==> config.mk <==
export PLATFORM = sky130hd
export DESIGN_NAME = inst_fetcher
export DESIGN_NICKNAME = d
export VERILOG_FILES = /design/src/rtl/inst_fetcher_pkg.sv /design/src/rtl/inst_fetcher_icache.sv /design/src/rtl/inst_fetcher.sv
export SDC_FILE = /design/constraint.sdc
export NUM_CORES = 2
export LEC_CHECK = 0
export ABC_CLOCK_PERIOD_IN_PS = 5150
export BUFFER_PORTS_ARGS = -buffer_cell sky130_fd_sc_hd__buf_2
export CORE_MARGIN = 1.5
export CORE_UTILIZATION = 60
export DETAILED_ROUTE_END_ITERATION = 12
export PLACE_DENSITY = 0.84
export SETUP_SLACK_MARGIN = 0.1
export SLEW_MARGIN = 40
export SYNTH_ARGS = -nofsm -noshare
export SYNTH_HDL_FRONTEND = slang
export SYNTH_HIERARCHICAL = 1
export SYNTH_SLANG_ARGS = --single-unit
==> constraint.sdc <==
create_clock -name clk_in -period 5.15 [get_ports clk_in]
set_input_delay 0.2575 -clock clk_in [delete_from_list [all_inputs] [get_ports clk_in]]
set_output_delay 0.2575 -clock clk_in [all_outputs]
set_load 0.02 [all_outputs]
==> src/rtl/inst_fetcher_pkg.sv <==
// Shared types and helpers for the instruction fetcher and its I-cache.
package inst_fetcher_pkg;

  localparam int unsigned INST_W = 32;
  localparam int unsigned ADDR_W = 32;
  localparam logic [ADDR_W-1:0] PC_STEP = ADDR_W'(4);

  typedef enum logic {
    IDLE     = 1'b0,
    WAIT_MEM = 1'b1
  } fetch_state_e;

  // One instruction-queue entry as pushed by the fetcher.
  typedef struct packed {
    logic [INST_W-1:0] inst;
    logic [ADDR_W-1:0] pc;
  } iq_entry_t;

  function automatic logic [ADDR_W-1:0] word_align(input logic [ADDR_W-1:0] addr);
    return {addr[ADDR_W-1:2], 2'b00};
  endfunction

endpackage

==> src/rtl/inst_fetcher_icache.sv <==
// Direct-mapped I-cache, one word per line: combinational lookup, synchronous fill,
// async clear of the valid bits.
module inst_fetcher_icache
  import inst_fetcher_pkg::*;
#(
  parameter int unsigned LINES = 32,
  parameter int unsigned IDX_W = 5
) (
  input  logic              i_clk,
  input  logic              i_rst,
  input  logic [ADDR_W-1:2] i_lookup_word,
  output logic              o_hit_c,
  output logic [INST_W-1:0] o_data_c,
  input  logic              i_fill_we,
  input  logic [ADDR_W-1:2] i_fill_word,
  input  logic [INST_W-1:0] i_fill_data
);

  localparam int unsigned TAG_W = ADDR_W - IDX_W - 2;

  logic [TAG_W-1:0]  r_tag  [LINES];
  logic [INST_W-1:0] r_data [LINES];
  logic [LINES-1:0]  r_valid;

  logic [IDX_W-1:0]  w_lk_idx;
  logic [IDX_W-1:0]  w_fill_idx;
  logic [TAG_W-1:0]  w_lk_tag;
  logic [TAG_W-1:0]  w_fill_tag;

  assign w_lk_idx   = i_lookup_word[IDX_W+1:2];
  assign w_lk_tag   = i_lookup_word[ADDR_W-1:IDX_W+2];
  assign w_fill_idx = i_fill_word[IDX_W+1:2];
  assign w_fill_tag = i_fill_word[ADDR_W-1:IDX_W+2];

  assign o_hit_c  = r_valid[w_lk_idx] && (r_tag[w_lk_idx] == w_lk_tag);
  assign o_data_c = r_data[w_lk_idx];

  always_ff @(posedge i_clk or posedge i_rst) begin
    if (i_rst) begin
      r_valid <= '0;
    end else if (i_fill_we) begin
      r_valid[w_fill_idx] <= 1'b1;
    end
  end

  // Tag/data need no reset: a line is only read once its valid bit is set.
  always_ff @(posedge i_clk) begin
    if (i_fill_we) begin
      r_tag[w_fill_idx]  <= w_fill_tag;
      r_data[w_fill_idx] <= i_fill_data;
    end
  end

endmodule

==> src/rtl/inst_fetcher.sv <==
// Instruction fetcher: fetch PC, I-cache lookup, miss handshake with the memory
// controller and registered push into the instruction queue.
module inst_fetcher
  import inst_fetcher_pkg::*;
#(
  parameter logic [31:0] RESET_PC     = 32'h0,
  parameter int unsigned ICACHE_LINES = 32,
  parameter int unsigned IDX_W        = 5
) (
  input  logic              clk_in,
  input  logic              rst_in,
  input  logic              rdy_in,
  input  logic              clear,
  input  logic [ADDR_W-1:0] clear_pc,
  input  logic              iq_full,
  output logic              inst_valid,
  output logic [INST_W-1:0] inst,
  output logic [ADDR_W-1:0] pc,
  output logic              mem_req,
  output logic [ADDR_W-1:0] mem_addr,
  input  logic              mem_done,
  input  logic [INST_W-1:0] mem_data
);

  fetch_state_e      r_state,      w_state_nx;
  logic [ADDR_W-1:0] r_fetch_pc,   w_fetch_pc_nx;
  iq_entry_t         r_out,        w_out_nx;
  logic              r_inst_valid, w_inst_valid_nx;
  logic              r_mem_req,    w_mem_req_nx;
  logic [ADDR_W-1:0] r_mem_addr,   w_mem_addr_nx;
  logic              w_fill_we;
  logic              w_hit;
  logic [INST_W-1:0] w_hit_data;

  inst_fetcher_icache #(
    .LINES (ICACHE_LINES),
    .IDX_W (IDX_W)
  ) u_icache (
    .i_clk         (clk_in),
    .i_rst         (rst_in),
    .i_lookup_word (r_fetch_pc[ADDR_W-1:2]),
    .o_hit_c       (w_hit),
    .o_data_c      (w_hit_data),
    .i_fill_we     (w_fill_we && rdy_in),
    .i_fill_word   (r_mem_addr[ADDR_W-1:2]),
    .i_fill_data   (mem_data)
  );

  always_ff @(posedge clk_in or posedge rst_in) begin
    if (rst_in) begin
      r_state      <= IDLE;
      r_fetch_pc   <= word_align(RESET_PC);
      r_out        <= '0;
      r_inst_valid <= 1'b0;
      r_mem_req    <= 1'b0;
      r_mem_addr   <= '0;
    end else if (rdy_in) begin
      r_state      <= w_state_nx;
      r_fetch_pc   <= w_fetch_pc_nx;
      r_out        <= w_out_nx;
      r_inst_valid <= w_inst_valid_nx;
      r_mem_req    <= w_mem_req_nx;
      r_mem_addr   <= w_mem_addr_nx;
    end
  end

  // Next-state logic; clear outranks hit, miss and mem_done.
  always_comb begin
    w_state_nx      = r_state;
    w_fetch_pc_nx   = r_fetch_pc;
    w_out_nx        = r_out;
    w_inst_valid_nx = 1'b0;
    w_mem_req_nx    = r_mem_req;
    w_mem_addr_nx   = r_mem_addr;
    w_fill_we       = 1'b0;

    case (r_state)
      IDLE: begin
        if (clear) begin
          w_fetch_pc_nx = word_align(clear_pc);
        end else if (!iq_full) begin
          if (w_hit) begin
            w_inst_valid_nx = 1'b1;
            w_out_nx.inst   = w_hit_data;
            w_out_nx.pc     = r_fetch_pc;
            w_fetch_pc_nx   = r_fetch_pc + PC_STEP;
          end else begin
            w_mem_req_nx  = 1'b1;
            w_mem_addr_nx = r_fetch_pc;
            w_state_nx    = WAIT_MEM;
          end
        end
      end

      WAIT_MEM: begin
        // A returning word is cached even when the request is being aborted.
        w_fill_we = mem_done;
        if (clear) begin
          w_mem_req_nx  = 1'b0;
          w_fetch_pc_nx = word_align(clear_pc);
          w_state_nx    = IDLE;
        end else if (mem_done) begin
          w_inst_valid_nx = 1'b1;
          w_out_nx.inst   = mem_data;
          w_out_nx.pc     = r_mem_addr;
          w_fetch_pc_nx   = r_mem_addr + PC_STEP;
          w_mem_req_nx    = 1'b0;
          w_state_nx      = IDLE;
        end
      end

      default: w_state_nx = IDLE;
    endcase
  end

  assign inst_valid = r_inst_valid;
  assign inst       = r_out.inst;
  assign pc         = r_out.pc;
  assign mem_req    = r_mem_req;
  assign mem_addr   = r_mem_addr;

endmodule

Word level (Yosys, flattened, before mapping)
Memories as Yosys holds them, arrays and structs flattened.
Cells that the tools add are included.
{"block": "totals", "register_bits": 163, "ramBits": 1824, "n_memories": 2, "out_inout_bits": 98, "word_cells": 74, "input_bits": 70}
{"block": "op_classes", "n_lt_le_gt_ge": 3, "muxes": 37, "n_eq_ne": 10, "add_sub_neg": 2, "n_bitwise": 5, "reduce_logical": 7}
{"memory": "u_icache.r_data", "words": 32, "word_bits": 32, "read_ports": 1, "rd_clocked_by_memory_dff": 0, "write_ports": 1, "line": "inst_fetcher_icache.sv:22", "source": "logic [INST_W-1:0] r_data [LINES];"}
{"memory": "u_icache.r_tag", "words": 32, "word_bits": 25, "read_ports": 1, "rd_clocked_by_memory_dff": 0, "write_ports": 1, "line": "inst_fetcher_icache.sv:21", "source": "logic [TAG_W-1:0] r_tag [LINES];"}
{"cell": "$mux W64", "n": 5}
{"cell": "$mux W32", "n": 5}
{"cell": "$pmux W64 S2", "n": 1}
{"cell": "$add A32 B3 Y32 const B", "n": 2}
{"cell": "$pmux W32 S2", "n": 1}
{"cell": "$or A32 B32 Y32", "n": 1}
{"cell": "$eq A25 B25 Y1", "n": 1}
{"cell": "$mux W1", "n": 20}
{"cell": "$lt A5 B6 Y1 const B", "n": 2}
{"cell": "$ne A2 B2 Y1 const B", "n": 5}
{"cell": "$reduce_and A5 Y1", "n": 2}
{"cell": "$ne A3 B3 Y1 const B", "n": 2}
{"cell": "$pmux W1 S2", "n": 3}
{"cell": "$reduce_and A6 Y1", "n": 1}
{"cell": "$bmux W1 S5", "n": 1}
{"cell": "$demux W1 S5", "n": 1}
{"cell": "$ge A5 B1 Y1 const B", "n": 1}
{"cell": "$not A1 Y1", "n": 4}
{"cell": "$reduce_and A4 Y1", "n": 1}
{"cell": "$logic_and A1 B1 Y1", "n": 3}
{"cell": "$ne A3 B2 Y1 const B", "n": 1}
{"cell": "$ne A2 B1 Y1 const B", "n": 1}

Depth between registers and ports, before layout
{"block": "depth", "ltp_word": 7, "mapped_depth": 20}

Modules after synthesis
The synthesis kept the hierarchy.
{"mod": "inst_fetcher_icache", "seq_area_each_um2": 55573.3, "cells_per_inst": 2986, "area_each_um2": 71051.9, "instances": 1}
{"mod": "inst_fetcher", "seq_area_each_um2": 3278.1, "cells_per_inst": 744, "area_each_um2": 7059.3, "instances": 1}

Worst setup path after synthesis
No wires, ideal clock.
{"block": "synth_path", "path_kind": "register -> register", "start": "register r_state", "end": "memory u_icache.r_data[28][0], enable pin", "path_stages_with_launch": 6, "t_arrival_ns": 3.797, "setup_ns": 0.473, "path_buffers": 2, "required_time_ns": 4.677, "setup_slack_ns": 0.880, "path_cell_list": "dfrtp_1 clkbuf_1 and3_1 or3b_2 clkbuf_1 nor2_1"}
{"block": "synth_between", "elab_chain_cells": 4}
{"element": "from (decl)", "line": "inst_fetcher.sv:25", "source": "fetch_state_e r_state, w_state_nx;"}
{"element": "from (signal assigned)", "line": "inst_fetcher.sv:58", "source": "r_state <= w_state_nx;"}
{"element": "$mux W1", "line": "inst_fetcher.sv:77", "source": "case (r_state)"}
{"element": "$logic_and A1 B1 Y1", "line": "inst_fetcher.sv:44", "source": ".i_fill_we (w_fill_we && rdy_in),"}
{"element": "$mux W1", "line": "inst_fetcher_icache.sv:48", "source": "if (i_fill_we) begin"}
{"element": "$mux W1 (not written as such)", "line": "inst_fetcher_icache.sv:50", "source": "r_data[w_fill_idx] <= i_fill_data;"}
{"element": "to (decl)", "line": "inst_fetcher_icache.sv:22"}
Every way passes these cells.

Final worst setup path
{"block": "layout_path", "start": "register r_fetch_pc[5]", "end": "register r_out (netlist bit inst[18])"}
{"block": "layout_between", "elab_chain_cells": 5}
{"element": "from (decl)", "line": "inst_fetcher.sv:26", "source": "logic [ADDR_W-1:0] r_fetch_pc, w_fetch_pc_nx;"}
{"element": "from (signal assigned)", "line": "inst_fetcher.sv:52", "source": "r_fetch_pc <= word_align(RESET_PC);"}
{"element": "from (signal assigned)", "line": "inst_fetcher.sv:59", "source": "r_fetch_pc <= w_fetch_pc_nx;"}
{"element": "$mem_v2 Z32 W25 / $bmux W1 S5 (equally long branches)"}
{"element": "$eq A25 B25 Y1 / $mux W1 (equally long branches)", "line": "inst_fetcher_icache.sv:35", "source": "assign o_hit_c = r_valid[w_lk_idx] && (r_tag[w_lk_idx] == w_lk_tag);"}
{"element": "$logic_and A1 B1 Y1 *", "line": "inst_fetcher_icache.sv:35"}
{"element": "named net w_hit", "line": "inst_fetcher.sv:32", "source": "logic w_hit;"}
{"element": "$ne A2 B1 Y1 (no source line) *"}
{"element": "$reduce_and A6 Y1 (no source line) *"}
{"element": "to (signal assigned)", "line": "inst_fetcher.sv:60", "source": "r_out <= w_out_nx;"}
{"element": "to (decl)", "line": "inst_fetcher.sv:27", "source": "iq_entry_t r_out, w_out_nx;"}
The timed path passes the listed nets; every way through them passes the cells marked *. The select of a mux whose other input is x is not followed.
A chain may end at the register's enable or synchronous reset.

==> metrics.cfg <==
[outcome]
status = complete, no violations

[critical_path]
cp.required_ps = 5810
cp.arrival_ps = 5710
crit_buf_inv = 3
end_kind = flop
cp_max_fo = 132
crit_path_start_kind = flop
path_delay_family = simple AND/OR/NAND/NOR gates
critical_path_class = flop to flop
cp_cell_sequence = inv_6 > buf_4 > nand3_1 > o21ai_0 > xor2_1 > nand2_1 > nor4_1 > and4_1 > nor3b_2 > o21a_2 > nand2_4 > buf_12 > nand2_1 > o21ai_0
cp_slowest_cell = dfrtp_2
slowest_delay_ps = 620

[place]
dpl-instance-area_um2 = 82440
dp_cells = 5614
pre_cts_ws_ps = 125.1
gp_congestion = 0.8830
dp.final_hpwl_um = 112100
port_buffers = 165

[route]
via_per_inst = 7.177
drc = 0
drt-total-wl_um = 226100
antenna_left = 0
wl_per_cell_um = 37.45
vias = 43330
first_pass_iters = 6
drt_iter0_markers = 7358

[die]
die_height_um = 363.8
die_x_um = 363.8
io_pins = 168
initial_utilization = 0.6040
die_area_um2 = 132400
rows = 132
core_um2 = 129300

[finish]
stdcell_count = 6038
fin_util = 0.6919
syn2layout_area_growth_pct = 14.55
drive_gt1_frac = 0.2996
design_area_um2 = 89470
fin_nets = 4213
final_cell_mix = edfxtp_1 (1,824), mux4_2 (526), nand2_1 (225)
final_common_cell = edfxtp_1

[cts]
clock_latency_ps = 840
cts_tree = built
cts_made_buffers = 186
path_clk_slew_ps = 60
cts.path.max_buffers = 3
root_buffer = clkbuf_16
htree_levels = 4
cts_sinks = 1987

[pwr]
pwr-share-comb = 0.223
internal_power_mw = 30.60
ir_drop_uv = 401.9
clock_power_share = 0.322
p_leak_nw = 29.52
p_sw_mw = 12.41
p_total_mw = 43.00
p_seq_frac = 0.454
pwr_density_cell_nw_per_um2 = 480.6
swShare = 0.2885

[sta]
fin_ws_ps = 96.58
setup_tns_ps = 0
period_needed_ps = 5053
slew_headroom = 0.3999
skew_ps = 44.84
setup-violations-final = 0
hold_viol_final = 0
worst_pin_slew_ps = 900.2
slew_viol_final = 0
fin_crit_sh = 0.9812
whs_ps = 157.8
rsz0062_at_grt = no
fmax_mhz = 197.9

[synthesis]
syn_area_um2 = 78110
async_reset_ff_frac = 0.08203
avgSynthCellArea_um2 = 20.94
synthFlopType = edfxtp_1
synthCells = 3730
ys_ff_latch = 1987
yosys_warnings = 6
synthDistinctLibCells = 68
synth_nets = 3802
synth_edf_count = 1824
yosysSeqAreaShare = 0.7534

[grt]
grt_pass1_wl_um = 315600
track_usage = 0.3433
grt_max_degree = 133
antenna_found_initial = 4
grt_remaining_overflow = 0
grt_pass1_vias = 43770

[worst_hold_path]
min_path_type = primary input to asynchronous set/reset pin

[flow_run]
cap_violations = 0

==> final cells by class <==
cell class / instances / area [um2]
sequential: 1987 / 58880
tap: 1742 / 2180
fill: 7264 / 39850
clock buffer: 253 / 5109
inverter: 16 / 71.32
timing repair buffer: 427 / 3746
multi-input combinational: 1523 / 18490
clock inverter: 87 / 991.0
antenna: 3 / 7.507
==> logic make-up after synthesis <==
group,after synthesis,share of synthesized area
flops,1987,0.7534
mux,694,0.1737
simple gates,497,0.03050
compound gates,278,0.02238
buf+inv,220,0.01384
xor+xnor,52,0.005831
fa+ha+maj,2,0.0003203
==> power groups by stage <==
stage,registers (mW),logic [mW],clock network (mW)
after floorplan,20.2,5.55,0
after global placement,19.8,8.74,0
after detailed placement,19.8,9.05,0
after CTS,19.5,9.39,13.9
after global routing,19.6,9.98,14.5
final,19.5,9.61,13.9
==> tightest hold or removal path: stages <==
cell,delay (ps)
dlygate4sd3_1,540
buf_2,170
inv_2,500
==> state kept, by name, indices dropped and copies added (netlist names), 32 cells and up <==
| name | count |
|---|---|
| pc | 32 |
| u_icache/r_data | 1024 |
| r_fetch_pc | 32 |
| inst | 32 |
| mem_addr | 32 |
| u_icache/r_valid | 32 |
| u_icache/r_tag | 800 |
==> synthesized netlist by cell type (all sizes together), types with 5 or more instances <==
master,n,area share
clkbuf,82,0.0040
xnor2,27,0.0030
a22o,7,0.00078
nand3,42,0.0027
a22oi,24,0.0023
edfxtp,1824,0.70
a21oi,49,0.0032
mux4,526,0.15
and4,8,0.00091
o2111ai,5,0.00056
xor2,25,0.0028
o21ai,112,0.0072
nor4,9,0.00091
a31oi,8,0.00064
o211ai,20,0.0019
nand4,19,0.0018
and3,26,0.0021
nand2,227,0.011
dfrtp,163,0.052
nand3b,6,0.00058
nor3,11,0.00077
or2,33,0.0026
mux2,32,0.0046
buf,122,0.0091
inv,16,0.00077
a221oi,21,0.0024
and2,23,0.0018
nor2,74,0.0036
mux2i,136,0.017
==> layer usage <==
layer  GRT usage  vias to the layer above  share of wire
met1      0.4354                    22200           0.32
li1            -                    16240              -
met3     0.08006                      801           0.13
met5           0                        -       0.000057
met2      0.5654                     4089           0.50
met4      0.1656                        2          0.053
==> repair_timing <==
item	4_1_cts	5_1_grt
endpoints found under the setup margin	76	49
cloned	0	2
gates resized for setup	6	8
endpoints found under the hold margin	1149	0
buffers inserted	1	9
hold buffers	68	0
==> path summary, 6_finish.rpt <==
check                                      from              endpoint  slack [ps]  cells past startpoint
setup / recovery                  r_fetch_pc[5]              inst[18]         100                     14
hold / removal                           rst_in  u_icache/r_valid[23]         160                      3
setup reg to reg                  r_fetch_pc[5]              inst[18]         100                     14
hold reg to reg            u_icache/r_valid[19]  u_icache/r_valid[19]         470                      1
max in group asynchronous                rst_in          mem_addr[29]        3890                      4
min in group clk_in                       clear         r_fetch_pc[2]         160                      2
No activity file was read; power rests on OpenSTA's default activity.
